<file path="src/rtl/contador_decresc_4b.sv">
// Down counter updated on the falling clock edge, with parallel load, borrow out and terminal-count pulse.
// Define ONESHOT_EN to add the RUN/HALT one-shot FSM along with the ONESHOT and DONE ports.
module contador_decresc_4b #(
  parameter int WIDTH = 4
) (
  input  logic             clk,
  input  logic             CLR,
  input  logic             EN,
  input  logic             LD,
  input  logic [WIDTH-1:0] D,
`ifdef ONESHOT_EN
  input  logic             ONESHOT,
  output logic             DONE,
`endif
  output logic [WIDTH-1:0] Q,
  output logic             BO,
  output logic             TC
);

  localparam logic [WIDTH-1:0] ONE = WIDTH'(1);

  logic [WIDTH-1:0] q_q, q_d;
  logic             hit_q, hit_d;
  logic             tc_q;
  logic             halted;

`ifdef ONESHOT_EN
  typedef enum logic {RUN = 1'b0, HALT = 1'b1} state_t;
  state_t state_q, state_d;
  logic   done_q;

  assign halted = (state_q == HALT);

  always_comb begin
    state_d = state_q;
    if (!ONESHOT) begin
      state_d = RUN;
    end else if (LD) begin
      state_d = (D != '0) ? RUN : state_q;
    end else if (EN && (state_q == RUN) && (q_q == ONE)) begin
      state_d = HALT;
    end
  end

  assign DONE = done_q;
`else
  assign halted = 1'b0;
`endif

  // hit_d flags the 1 -> 0 decrement; TC follows it by one more edge.
  always_comb begin
    q_d   = q_q;
    hit_d = 1'b0;
    if (LD) begin
      q_d = D;
    end else if (EN && !halted) begin
      q_d   = q_q - ONE;
      hit_d = (q_q == ONE);
    end
  end

  always_ff @(negedge clk or negedge CLR) begin
    if (!CLR) begin
      q_q   <= '0;
      hit_q <= 1'b0;
      tc_q  <= 1'b0;
`ifdef ONESHOT_EN
      state_q <= RUN;
      done_q  <= 1'b0;
`endif
    end else begin
      q_q   <= q_d;
      hit_q <= hit_d;
      tc_q  <= hit_q;
`ifdef ONESHOT_EN
      state_q <= state_d;
      done_q  <= (state_d == HALT);
`endif
    end
  end

  assign Q  = q_q;
  assign TC = tc_q;
  assign BO = EN & (q_q == '0) & ~LD & ~halted;

endmodule

</file>
<file path="config.mk">
export PLATFORM = sky130hd
export DESIGN_NAME = contador_decresc_4b
export DESIGN_NICKNAME = d
export VERILOG_FILES = /design/src/rtl/contador_decresc_4b.sv
export SDC_FILE = /design/constraint.sdc
export NUM_CORES = 1
export LEC_CHECK = 0
export CAP_MARGIN = 20
export CORE_AREA = 2 2 39 41
export CTS_CLUSTER_SIZE = 14
export DETAILED_ROUTE_END_ITERATION = 10
export DIE_AREA = 0 0 41 43
export PLACE_DENSITY = 0.57
export SLEW_MARGIN = 40
export SYNTH_ARGS = -nofsm -noshare
export SYNTH_HDL_FRONTEND = slang
export SYNTH_SLANG_ARGS = --single-unit
</file>
<file path="constraint.sdc">
create_clock -name clk -period 3.6 [get_ports clk]
set_input_delay 0.72 -clock clk [delete_from_list [all_inputs] [get_ports clk]]
set_output_delay 0.72 -clock clk [all_outputs]
set_load 0.05 [all_outputs]
</file>
==> reports/qor.txt <==
FLOORPLAN
---------------------------------------------------------------------------------
Core outline area ..................................................     1384 µm²
I/O pin total ......................................................           14
Width of the die ...................................................        41 µm
Floorplan row count ................................................           14
Initial cell density of the core ...................................       0.2342
Vertical die dimension .............................................        43 µm
Area of the die ....................................................     1763 µm²

GRT
---------------------------------------------------------------------------------
Global-route wire length before repair .............................     1.166 mm
Met3 Resource Use GR ...............................................      0.03141
Met1 usage in global routing .......................................       0.1429
Met2 Track Usage GR ................................................       0.1313
Gr ovfl total ......................................................            0
Antenna violations before repair ...................................            0
Total routing usage reported by global routing .....................       0.1017
Maximum number of pins on one net before global-route repair .......            9
Busiest layer in global routing ....................................         met1
Vias in the first global route .....................................          287

JOB
---------------------------------------------------------------------------------
Max-capacitance violation count ....................................            0

DETAILED ROUTING
---------------------------------------------------------------------------------
Detailed-routing iteration count for the pre-antenna-repair pass ...            2
Initial detailed-routing violation count ...........................            2
DR DRC count .......................................................            0
Mean number of vias per cell .......................................        4.179
Total length of routed wires .......................................       711 µm
Routed wire per std cell ...........................................     10.61 µm
Count of nets left with antenna violations after detail routing ....            0
Number of vias after detailed routing ..............................          280

CLOCKING
---------------------------------------------------------------------------------
Post-CTS Setup Bufs ................................................            0
Clock root buffer .................................................. sky130_fd_sc_hd__clkbuf_4
Later-pin clock latency in the skew report .........................       250 ps
CTS Buf Count ......................................................            3
TritonCTS clock tree ...............................................        built
Deepest level of the CTS H-tree ....................................            1
Maximum count of clock buffers along a single path .................            2
Register clock-pin slew on the reported worst setup and hold paths .        40 ps
Hold Buf Count CTS .................................................            0
Clock sinks ........................................................            6

LAYOUT
---------------------------------------------------------------------------------
Final nets .........................................................           64
Number of fillers in the final layout ..............................          142
Layout cell share with drive strength beyond 1 .....................       0.3922
Area added between synthesis and finish ............................       88.80%
Diode count ........................................................            0

SYNTHESIS
---------------------------------------------------------------------------------
Main flop type after synthesis ..................................... sky130_fd_sc_hd__dfrtn_1
Async set-reset flop share out of synthesis ........................        1.000
Largest area contributor in the synthesized netlist ................ sky130_fd_sc_hd__dfrtn_1
Most used standard cells in the synthesized netlist ................ sky130_fd_sc_hd__dfrtn_1, sky130_fd_sc_hd__nand2_1, sky130_fd_sc_hd__o21ai_0, sky130_fd_sc_hd__ha_1
Post-Synth Simple-Gate Area ........................................       0.2278
Adder-cell area share of the yosys netlist .........................       0.1158
Post-synthesis instance area .......................................    324.1 µm²
Netlist cell types .................................................           12
Compound-Gate Fraction of Synth Area ...............................      0.07722
Mux contribution to synthesized area ...............................            0
Number of storage elements in the synthesis netlist ................            6
Warnings, synthesis ................................................            0
Area share of the largest cell type after synthesis ................       0.4633
Per-instance average area after synthesis ..........................    10.80 µm²
Largest family of logic cells by synthesized area .................. simple AND/OR/NAND/NOR gates
Gate count of the mapped netlist ...................................           30
Synthesized netlist net count ......................................           41
Share of synthesized area occupied by flip-flops and latches .......       0.4633
Xor and xnor fraction of the mapped netlist area ...................      0.08108
Dominant cells by area after synthesis ............................. sky130_fd_sc_hd__dfrtn_1, sky130_fd_sc_hd__ha_1, sky130_fd_sc_hd__nor4b_4
Number of enable-type register cells in the synthesized netlist ....            0

POWER
---------------------------------------------------------------------------------
Clock share of power ...............................................        0.255
Power Dens Cells ................................................... 401.7 nW/µm²
Sw Share ...........................................................       0.3293
Sum of internal, switching and leakage power .......................    0.2458 mW
Sw Pwr .............................................................   0.08093 mW
Sequential group share of total power ..............................        0.325
Worst voltage drop across the vdd grid .............................    0.1621 mV
Combinational cell fraction of total power .........................        0.420
Int Power ..........................................................    0.1649 mW
Leak ...............................................................    0.2778 nW

TIMING
---------------------------------------------------------------------------------
Count of pins over their slew limit ................................            0
Setup repair after global routing missed its margin ................         true
Fin Setup TNS ......................................................    -125.5 ps
Hold Fails Final Rpt ...............................................            0
Worst relative slew slack ..........................................       0.7998
Worst Setup Slack, final ...........................................    -125.5 ps
Final setup viols ..................................................            1
Transition time at the pin with the least slew margin ..............     299.3 ps
Final Hold Slack ...................................................     296.8 ps
Maximum clock skew at final layout .................................    0.4627 ps

WORST SETUP PATH
---------------------------------------------------------------------------------
Internal reg-to-reg setup slack ....................................      2440 ps
Highest fanout seen on the critical path ...........................            2
Arrival time worst endpoint ........................................      3010 ps
Launching element type of the critical path ........................     register
Chain of cells forming the critical path ........................... nor4b_4, and2_4, buf_12
Worst EP required ..................................................      2880 ps
Crit-path max cell delay ...........................................       360 ps
CP Capture Type ....................................................  output port
Critical setup path kind ........................................... register to output port
Highest-delay cell along the critical path ......................... sky130_fd_sc_hd__dfrtn_1

PLACEMENT
---------------------------------------------------------------------------------
Number of I/O port buffers .........................................           13
Detailed Place HPWL ................................................     582.8 µm
Pre-CTS WS .........................................................     8.886 ps
RD Place Congestion ................................................       0.7803

OUTCOME
---------------------------------------------------------------------------------
Outcome ............................................................ finished with violations
Violated checks .................................................... negative setup slack

WORST HOLD PATH
---------------------------------------------------------------------------------
Min-delay worst type ............................................... register to register

[stage by stage]
stage          cells  area (µm²)    util
2_1_floorplan     30       329.1       -
5_1_grt           67       611.8  0.4421
4_1_cts           67       603.1  0.4358
3_5_place_dp      64       580.6  0.4195
6_report          67       611.8  0.4421
3_3_place_gp      64       580.6  0.4195
[cell families after synthesis]
kind of cell | Yosys count
xor gates and xnor gates | 3
adders and majority gates | 3
buffers and inverters | 3
and+or+nand+nor | 10
AOI/OAI and AO/OA | 5
DFF | 6
[worst max-delay path: cells and delay by family, from the launching register on]
family                 cells  cell delay, ps
buffers and inverters      1             130
AND/OR/NAND/NOR            2             460
flip-flops                 1             360
[power groups by stage]
stage                     clock network (mW)  logic (mW)  registers (mW)
after floorplan                            0      0.0207           0.106
after global placement                     0       0.103          0.0799
after detailed placement                   0       0.103          0.0799
after CTS                             0.0676       0.104          0.0789
after global routing                  0.0723       0.110          0.0808
final                                 0.0626       0.103          0.0799
[cell type report]
class | count | area (µm²) | share of cell area
Tap cell | 16 | 20.02 | 0.03272
Inverter | 2 | 7.507 | 0.01227
Sequential cell | 6 | 150.1 | 0.2454
Clock buffer | 3 | 22.52 | 0.03681
Multi-Input combinational cell | 21 | 176.4 | 0.2883
Timing Repair Buffer | 19 | 235.2 | 0.3845
[worst paths after layout]
check	cells after the start	from	end
setup / recovery	3	Q[2]	BO
max in group asynchronous	1	CLR	Q[1]
hold reg to reg	0	hit_q	TC
setup reg to reg	4	Q[2]	Q[3]
min in group asynchronous	1	CLR	hit_q
hold / removal	0	hit_q	TC
[metal layers]
metal  routed length [µm]  vias to the layer above
li1                     -                      141
met4                    0                        0
met2                  337                       10
met3                   52                        0
met1                  321                      129
met5                    0                        -
[flip-flops by register name, summed over array words and instances (netlist names)]
register	count
hit_q	1
Q	4
TC	1
[repair_timing]
item                       in CTS  in global routing
gates resized for setup         0                  1
setup endpoints to repair       1                  1
pin swaps                       1                  0
[cells in the final DEF (no fill, tap or decap), drive strengths merged]
master	Yosys	routed
xnor2	2	2
o21ai	5	5
clkdlybuf4s50	0	7
ha	3	3
inv	2	2
dfrtn	6	6
xor2	1	1
nand2	6	6
and2	2	2
buf	0	12
clkbuf	1	3
nor4b	2	2
Note: power is estimated with default switching activity, not from simulation.
